==> config.mk <==
export PLATFORM = sky130hd
export DESIGN_NAME = bp_cache_req_arbiter
export DESIGN_NICKNAME = d
export VERILOG_FILES = /design/src/rtl/bp_cache_req_arbiter.sv
export SDC_FILE = /design/constraint.sdc
export NUM_CORES = 1
export LEC_CHECK = 0
export ABC_AREA = 1
export CORE_AREA = 2 2 128 130
export DETAILED_ROUTE_END_ITERATION = 6
export DIE_AREA = 0 0 130 132
export GPL_ROUTABILITY_DRIVEN = 0
export PLACE_DENSITY = 0.53
export SYNTH_ARGS = -nofsm -noshare
export SYNTH_HDL_FRONTEND = slang
export SYNTH_SLANG_ARGS = --single-unit
==> constraint.sdc <==
create_clock -name clk_i -period 1.7 [get_ports clk_i]
set_clock_uncertainty 0.15 [all_clocks]
set_input_delay 0.34 -clock clk_i [delete_from_list [all_inputs] [get_ports clk_i]]
set_output_delay 0.34 -clock clk_i [all_outputs]
set_load 0.02 [all_outputs]
==> src/rtl/bp_cache_req_arbiter.sv <==
// bp_cache_req_arbiter: shares one cache-service request port between I$ and D$, holding the grant until completion.
// Define BP_CACHE_ARB_DCACHE_PRIORITY_EN for fixed D$ priority; the default build is round-robin.
module bp_cache_req_arbiter #(
    parameter int req_width_p      = 96,
    parameter int metadata_width_p = 8
) (
    input  logic                        clk_i,
    input  logic                        reset_i,
    input  logic [req_width_p-1:0]      icache_req_i,
    input  logic                        icache_req_v_i,
    output logic                        icache_req_ready_o,
    input  logic [metadata_width_p-1:0] icache_req_metadata_i,
    input  logic                        icache_req_metadata_v_i,
    output logic                        icache_req_complete_o,
    input  logic [req_width_p-1:0]      dcache_req_i,
    input  logic                        dcache_req_v_i,
    output logic                        dcache_req_ready_o,
    input  logic [metadata_width_p-1:0] dcache_req_metadata_i,
    input  logic                        dcache_req_metadata_v_i,
    output logic                        dcache_req_complete_o,
    output logic [req_width_p-1:0]      req_o,
    output logic                        req_v_o,
    input  logic                        req_ready_i,
    output logic [metadata_width_p-1:0] req_metadata_o,
    output logic                        req_metadata_v_o,
    input  logic                        req_complete_i,
    output logic                        grant_dcache_o,
    output logic                        busy_o
);
    typedef enum logic [1:0] {e_idle, e_meta, e_complete} state_e;
    state_e state_r, state_n;
    logic grant_r, idle, pick_d, owner, win_v, xfer, own_meta_v, done;

`ifdef BP_CACHE_ARB_DCACHE_PRIORITY_EN
    assign pick_d = dcache_req_v_i;
`else
    // On a tie the requester not granted last wins
    assign pick_d = dcache_req_v_i & (~icache_req_v_i | ~grant_r);
`endif

    assign idle       = (state_r == e_idle);
    assign owner      = idle ? pick_d : grant_r;
    assign win_v      = pick_d ? dcache_req_v_i : icache_req_v_i;
    assign xfer       = idle & ~reset_i & win_v & req_ready_i;
    assign own_meta_v = owner ? dcache_req_metadata_v_i : icache_req_metadata_v_i;
    assign done       = ~reset_i & req_complete_i & ((state_r == e_complete) | ((state_r == e_meta) & own_meta_v));

    assign req_o              = pick_d ? dcache_req_i : icache_req_i;
    assign req_v_o            = idle & ~reset_i & win_v;
    assign icache_req_ready_o = idle & ~reset_i & ~pick_d & req_ready_i;
    assign dcache_req_ready_o = idle & ~reset_i & pick_d & req_ready_i;
    assign req_metadata_o     = owner ? dcache_req_metadata_i : icache_req_metadata_i;
    assign req_metadata_v_o   = ~reset_i & own_meta_v & (xfer | (state_r == e_meta));
    assign icache_req_complete_o = done & ~grant_r;
    assign dcache_req_complete_o = done & grant_r;
    assign grant_dcache_o     = grant_r;
    assign busy_o             = ~idle;

    always_comb begin
        state_n = state_r;
        if (xfer)
            state_n = own_meta_v ? e_complete : e_meta;
        else if (state_r == e_meta && own_meta_v)
            state_n = req_complete_i ? e_idle : e_complete;
        else if (state_r == e_complete && req_complete_i)
            state_n = e_idle;
    end

    always_ff @(posedge clk_i) begin
        if (reset_i) begin
            state_r <= e_idle;
            grant_r <= 1'b0;
        end else begin
            state_r <= state_n;
            if (xfer)
                grant_r <= pick_d;
        end
    end
endmodule

==> Flow_metrics.wiki, run 1 <==
{| class="wikitable"
! Metric !! Value
|-
| Proportion of netlist area held by the largest area contributor || between 70% and 80%
|-
| Number of clock buffers inserted by TritonCTS || 3
|-
| Final setup violating endpoints || 109
|-
| DIE AREA || 0.0172 mm^2
|-
| Wirelength per Cell || 16.9 um
|-
| Floorplan Core Area || about 0.016 mm^2
|-
| H-tree lvl count || 1
|-
| Antenna violations before repair || 0
|-
| Gate count after technology mapping || roughly 390
|-
| Endpoint kind of the worst setup timing path || output pin
|-
| Synth-to-Final Area Change || 354%
|-
| Synth unique cells || 18
|-
| All-layer global routing usage || 15.5%
|-
| Detail Route Antenna Nets || 0
|-
| Layout cells sized above 1 || 55.2%
|-
| CTS Hold Bufs || 0
|-
| Starting density of the core || around a tenth
|-
| Y dimension of the die || between 100 and 150 um
|-
| Final count of pins violating max slew || 0
|-
| Leftover overflow at the end of global routing || 0
|-
| Crit share post-route || 116%
|-
| I/O pin count || 328
|-
| Via count || 3852
|-
| Pin count of the biggest net entering global routing || 25
|-
| Register bit total from synthesis || 3
|-
| Global route hottest layer || met2
|-
| Final Hold Slack || 390 ps
|-
| Mean cell area of the mapped netlist || 4.18 um^2
|-
| Nets || 974
|-
| Status || complete, but fails checks
|-
| Routed vias/inst || 3.96
|-
| Worst-Margin Slew || 226 ps
|-
| GRT met1 Usage || between 10% and 20%
|-
| Class of the tightest hold or removal check || in -> reg
|-
| Via count of the first global-routing pass || roughly 3600
|-
| Element type at the critical path start || register
|-
| TritonCTS clock tree || yes
|-
| PnR worst setup slack || -271 ps
|-
| Die extent in x || around 130 um
|-
| Clk_lat worst skew || between 200 and 250 ps
|-
| Post-route DRC || 0
|-
| Share of synthesized registers carrying an async set or reset || 0%
|-
| Syn nets || about 600
|-
| Synth Cell Area || 0.00162 mm^2
|-
| Number of input and output port buffers inserted || 327
|-
| Crit path arrival time || roughly 1500 ps
|-
| Post-Route Utilization || 46.8%
|-
| Number of enable flip-flop cells after synthesis || 0
|-
| RSZ-0062 raised after global routing || yes
|-
| Most instantiated cells after synthesis || sky130_fd_sc_hd__nand2_1, sky130_fd_sc_hd__buf_2, sky130_fd_sc_hd__inv_1
|-
| GR met3 Demand/Resource || 2.96%
|-
| Pleak || 3.61 nW
|-
| # diodes || 0
|-
| Total wire length after detailed routing || approximately 16000 um
|-
| Maximum net fanout on the critical path || 6
|-
| Peak clock frequency supported by timing || between 0.5 and 0.6 GHz
|-
| Total power per unit cell area || 412 mW/mm^2
|-
| Prevailing post-synth register cell || sky130_fd_sc_hd__dfxtp_1
|-
| Violations in the final reports || setup timing
|-
| Critical path type || reg -> out
|-
| Data required time at the worst endpoint || 1210 ps
|-
| Final min period || 1970 ps
|-
| Final count of hold timing violations || 0
|-
| Relative slew slack || a little under nine tenths
|-
| Most instantiated library cell after synthesis || sky130_fd_sc_hd__nand2_1
|-
| Row count || 46
|-
| Largest cells by area after synthesis || sky130_fd_sc_hd__nand2_1, sky130_fd_sc_hd__buf_2, sky130_fd_sc_hd__dfxtp_1
|-
| 1st-iter DRT viols || around 110
|-
| Yosys top cell by area || sky130_fd_sc_hd__nand2_1
|-
| GR met2 Demand/Resource || 29.3%
|-
| Maximum root-to-sink buffer count || 2
|-
| Sequential cell area fraction in the yosys report || 3.71%
|-
| Clock transition at the register clock pins on the worst setup and hold paths after CTS || 30 ps
|-
| Root Buffer || sky130_fd_sc_hd__clkbuf_16
|-
| Worst ir drop on vdd || between 0.2 and 0.3 mV
|-
| MaxCap Viol Count || 0
|-
| First-pass detailed-route iteration total || 4
|-
| First-pass GRT wire length || 20500 um
|-
| HPWL Detailed || between 9000 and 10000 um
|-
| Number of sinks driven by the clock tree || 3
|-
| Synth warn || 0
|}
## power breakdown
part           total [mW]  switching, mW  leakage (nW)  internal [mW]
logic                2.57           1.17          3.54           1.40
clock network       0.381         0.0710        0.0382          0.310
registers          0.0806        0.00636        0.0267         0.0743
total                3.03           1.24          3.61           1.78
## timing repair
item | in CTS | in global routing
buffers inserted | 8 | 5
resized for setup | 666 | 356
gates cloned | 15 | 12
setup endpoints to repair | 113 | 110
pin swaps | 13 | 77
## routing by layer
layer,vias up,share of wire (%)
met4,0,1.4
li1,1900,-
met5,-,0
met1,1749,40
met2,184,52
met3,19,6.4
## worst max-delay path, stage by stage, from the launching register on
cell                        delay (ps)
sky130_fd_sc_hd__dfxtp_4           350
sky130_fd_sc_hd__nand2_4            80
sky130_fd_sc_hd__nand2_8           120
sky130_fd_sc_hd__buf_8             170
sky130_fd_sc_hd__buf_12            130
sky130_fd_sc_hd__clkbuf_16         170
sky130_fd_sc_hd__nand2_4            60
sky130_fd_sc_hd__nand2_2            50
sky130_fd_sc_hd__buf_6             120
## area by class of cell
class                           count  area [um^2]
Clock buffer                        4         78.8
Fill cell                        1518         8360
Inverter                           11         67.6
Multi-Input combinational cell    353         2420
Sequential cell                     3         71.3
Tap cell                          216          270
Timing Repair Buffer              385         4420
Timing Repair inverter              1         30.0
## registers in the layout, summed over array words and instances, names as in the netlist
name and count:
grant_dcache_o 1, state_r 2
## stage by stage
step / std cells / total power, mW / setup TNS [ps] / worst slack [ps] / instance area (um^2)
final: 973 / 3.03 / -20710 / -271 / 7360
after global placement: 934 / 1.91 / -98700 / -951 / 5300
after CTS: 961 / 2.56 / -21230 / -259 / 5960
after global routing: 973 / 3.18 / -26280 / -319 / 7360
after detailed placement: 934 / 1.90 / -99840 / -964 / 5300
after floorplan: 387 / 0.775 / 0 / 21.0 / 1630
## final timing paths
| check | from | endpoint | slack [ps] | cells past startpoint |
|---|---|---|---|---|
| worst max register to register | grant_dcache_o | grant_dcache_o | 230 | 8 |
| worst min register to register | grant_dcache_o | grant_dcache_o | 470 | 3 |
| worst min-delay path | reset_i | state_r[0] | 390 | 4 |
| worst max-delay path | grant_dcache_o | req_o[81] | -270 | 8 |
## placed cells by master (no fill, tap or decap)
cell type and n:
sky130_fd_sc_hd__o211ai_1 1, sky130_fd_sc_hd__inv_2 3, sky130_fd_sc_hd__o21ai_0 1, sky130_fd_sc_hd__nor2_2 1, sky130_fd_sc_hd__clkbuf_1 1, sky130_fd_sc_hd__nor2_1 2
sky130_fd_sc_hd__buf_12 13, sky130_fd_sc_hd__buf_2 1, sky130_fd_sc_hd__clkinv_16 2, sky130_fd_sc_hd__nand2_2 140, sky130_fd_sc_hd__nand2_8 1, sky130_fd_sc_hd__buf_6 109
sky130_fd_sc_hd__nand3_4 1, sky130_fd_sc_hd__clkbuf_16 13, sky130_fd_sc_hd__nand3_2 4, sky130_fd_sc_hd__a21oi_2 1, sky130_fd_sc_hd__nand2_4 83, sky130_fd_sc_hd__nand4_1 1
sky130_fd_sc_hd__inv_1 7, sky130_fd_sc_hd__nand2_1 109, sky130_fd_sc_hd__buf_16 12, sky130_fd_sc_hd__a21oi_1 2, sky130_fd_sc_hd__buf_8 1, sky130_fd_sc_hd__clkdlybuf4s50_1 211
sky130_fd_sc_hd__clkdlybuf4s15_2 2, sky130_fd_sc_hd__buf_4 22, sky130_fd_sc_hd__dlygate4sd2_1 4, sky130_fd_sc_hd__dfxtp_4 3, sky130_fd_sc_hd__and3_4 1, sky130_fd_sc_hd__nor2_4 5
## cells by family after synthesis
group	share of synthesized area [%]
AO/OA/AOI/OAI	1.93
AND/OR/NAND/NOR	83.7
buffers and inverters	10.7
flip-flops	3.71
No activity file was read; power rests on OpenSTA's default activity.
==> inputs of run 2 (changes only) <==
CELL_PAD_IN_SITES_DETAIL_PLACEMENT = 0   (was not set)
CELL_PAD_IN_SITES_GLOBAL_PLACEMENT = 1   (was not set)
CORE_AREA = not set   (was 2 2 128 130)
CORE_ASPECT_RATIO = 1.25   (was not set)
CORE_MARGIN = 2   (was not set)
CORE_UTILIZATION = 10   (was not set)
DIE_AREA = not set   (was 0 0 130 132)
PLACE_DENSITY = 0.93   (was 0.53)
==> run 2 against run 1 <==
Compared with the run above: the flow still finishes with violations (setup timing); flip-flop and latch count unchanged; sequential share of layout area about the same; power down 1.0%; cell area down 2.8%; first-iteration DRC count down 27%; register-to-register slack worse by 150 ps; wire length down 4.2%; critical endpoint is now req_o[6]; largest power group unchanged.
==> Flow_metrics.wiki, run 2 (synthesis gave the netlist of run 1 again) <==
{| class="wikitable"
! Metric !! Value
|-
| Top library cells by usage in the layout, fill and taps aside || sky130_fd_sc_hd__clkdlybuf4s50_1, sky130_fd_sc_hd__nand2_1, sky130_fd_sc_hd__nand2_2, sky130_fd_sc_hd__buf_6, sky130_fd_sc_hd__nand2_4
|-
| Worst-Margin Slew || 241 ps
|-
| Total wire length after detailed routing || 15800 um
|-
| Relative slew slack || 84.0%
|-
| Number of flip-flops in the largest register || 2
|-
| Clock transition at the register clock pins on the worst setup and hold paths after CTS || 30 ps
|-
| Post-Route Utilization || 44.7%
|-
| Y dimension of the die || between 100 and 150 um
|-
| Final count of hold timing violations || 0
|-
| Antenna violations before repair || 0
|-
| Element type at the critical path start || register
|-
| Wirelength per Cell || 16.2 um
|-
| Nets || 976
|-
| # diodes || 0
|-
| Data required time at the worst endpoint || 1210 ps
|-
| Final count of pins violating max slew || 0
|-
| Die extent in x || 118 um
|-
| Leftover overflow at the end of global routing || 0
|-
| Detail Route Antenna Nets || 0
|-
| Crit share post-route || 115%
|-
| Peak clock frequency supported by timing || between 0.5 and 0.6 GHz
|-
| Final min period || 1960 ps
|-
| Crit path arrival time || 1470 ps
|-
| Sequence of cells on the critical path || nand2_4 > nand2_8 > inv_12 > buf_12 > buf_12 > clkbuf_16 > nand2_2 > nand2_2 > buf_6
|-
| Count of placed standard cells in the final layout, fillers left out || 975
|-
| PnR Total Power || 3.00 mW
|-
| MaxCap Viol Count || 0
|-
| Clk_lat worst skew || between 200 and 250 ps
|-
| Cell with the largest stage delay on the worst path || sky130_fd_sc_hd__dfxtp_2
|-
| Routed vias/inst || 3.94
|-
| Pre-CTS WS || -1040 ps
|-
| Class of the tightest hold or removal check || in -> reg
|-
| Via count of the first global-routing pass || 3884
|-
| CTS Hold Bufs || 0
|-
| Most frequent standard cell in the layout excluding fill and tap cells || sky130_fd_sc_hd__clkdlybuf4s50_1
|-
| Cell area after layout || 0.00715 mm^2
|-
| Pin count of the biggest net entering global routing || 19
|-
| 1st-iter DRT viols || 83
|-
| Status || complete, but fails checks
|-
| Violations in the final reports || setup timing
|-
| I/O pin count || 328
|-
| TritonCTS clock tree || yes
|-
| Number of input and output port buffers inserted || around 330
|-
| HPWL Detailed || 10100 um
|-
| Layout cells sized above 1 || 51.9%
|-
| Via count || 3843
|-
| Maximum root-to-sink buffer count || 2
|-
| Placed cell area || approximately 0.0053 mm^2
|-
| Final Hold Slack || 426 ps
|-
| Endpoint kind of the worst setup timing path || output pin
|-
| Fillers || 1522
|-
| Starting density of the core || between 10% and 20%
|-
| First-pass GRT wire length || 22000 um
|-
| Placed Instances || 939
|-
| Critical path type || reg -> out
|-
| Top reg by flops || state_r
|-
| Total negative slack || -21030 ps
|-
| Row count || 52
|-
| All-layer global routing usage || 16.2%
|-
| Delay contributed by the slowest stage of the critical path || 340 ps
|-
| Total power per unit cell area || about 420 mW/mm^2
|-
| Number of sinks driven by the clock tree || 3
|-
| Root Buffer || sky130_fd_sc_hd__clkbuf_16
|-
| Final setup violating endpoints || 109
|-
| PnR worst setup slack || -256 ps
|-
| Buf+Inv Stages, Crit Path || 5
|-
| Synth-to-Final Area Change || 342%
|-
| Number of clock buffers inserted by TritonCTS || 3
|-
| DIE AREA || 0.0172 mm^2
|-
| Post-route DRC || 0
|-
| Pleak || around 3.5 nW
|-
| H-tree lvl count || 1
|-
| Kind of cell adding the most delay to the critical path || buffers and inverters
|-
| Floorplan Core Area || 0.0160 mm^2
|-
| First-pass detailed-route iteration total || 4
|-
| Maximum net fanout on the critical path || 6
|-
| Worst ir drop on vdd || 0.318 mV
|-
| RSZ-0062 raised after global routing || yes
|}
## run 2: cell types whose count changed in the layout (fill, tap and decap cells not counted), sizes merged
cell           delta
buf               +8
clkbuf            -4
clkinv            -2
clkdlybuf4s15     -1
clkdlybuf4s50     +1
dlygate4sd2       -1
inv               +1
## run 2: per-layer routing
metal	vias up	global-route usage, %	share of wire (%)
li1	1904	-	-
met1	1729	16.4	35
met2	192	33.6	57
met3	18	3.44	6.0
met4	0	3.01	2.2
met5	-	0	0
## run 2: what timing repair did
| action | in CTS | in global routing |
|---|---|---|
| setup buffers | 14 | 5 |
| gates cloned | 11 | 7 |
| pin swaps | 42 | 43 |
| setup endpoints to repair | 113 | 111 |
| resized for setup | 820 | 156 |
## run 2: power breakdown
group / internal [mW] / total, mW / switching [mW]
Sequential: 0.0760 / 0.0824 / 0.00632
Combinational: 1.39 / 2.54 / 1.14
Clock: 0.310 / 0.378 / 0.0683
## run 2: worst paths after layout
kind                                startpoint          to  slack, ps  cells past startpoint
worst max-delay path            grant_dcache_o    req_o[6]       -260                      9
worst min-delay path                   reset_i  state_r[1]        430                      3
worst max register to register  grant_dcache_o  state_r[1]         80                     12
worst min register to register      state_r[1]  state_r[0]        520                      4
## run 2: layout make-up
type	count	area (um^2)	area share, %
Inverter	11	53.8	0.752
Sequential cell	3	66.3	0.927
Clock buffer	4	78.8	1.10
Timing Repair Buffer	388	4390	61.3
Tap cell	216	270	3.78
Multi-Input combinational cell	353	2300	32.1
## run 2: worst reg2reg max path, cell delays in order (launching register included)
cell                      delay [ps]
sky130_fd_sc_hd__dfxtp_2         320
sky130_fd_sc_hd__nand2_4          80
sky130_fd_sc_hd__nand2_8          80
sky130_fd_sc_hd__buf_12          160
sky130_fd_sc_hd__nand2_8          70
sky130_fd_sc_hd__nand2_4          60
sky130_fd_sc_hd__nand2_2          60
sky130_fd_sc_hd__nand2_2          60
sky130_fd_sc_hd__buf_4           130
sky130_fd_sc_hd__buf_4           110
sky130_fd_sc_hd__buf_4           120
sky130_fd_sc_hd__nand2_2          50
sky130_fd_sc_hd__a21oi_2          40
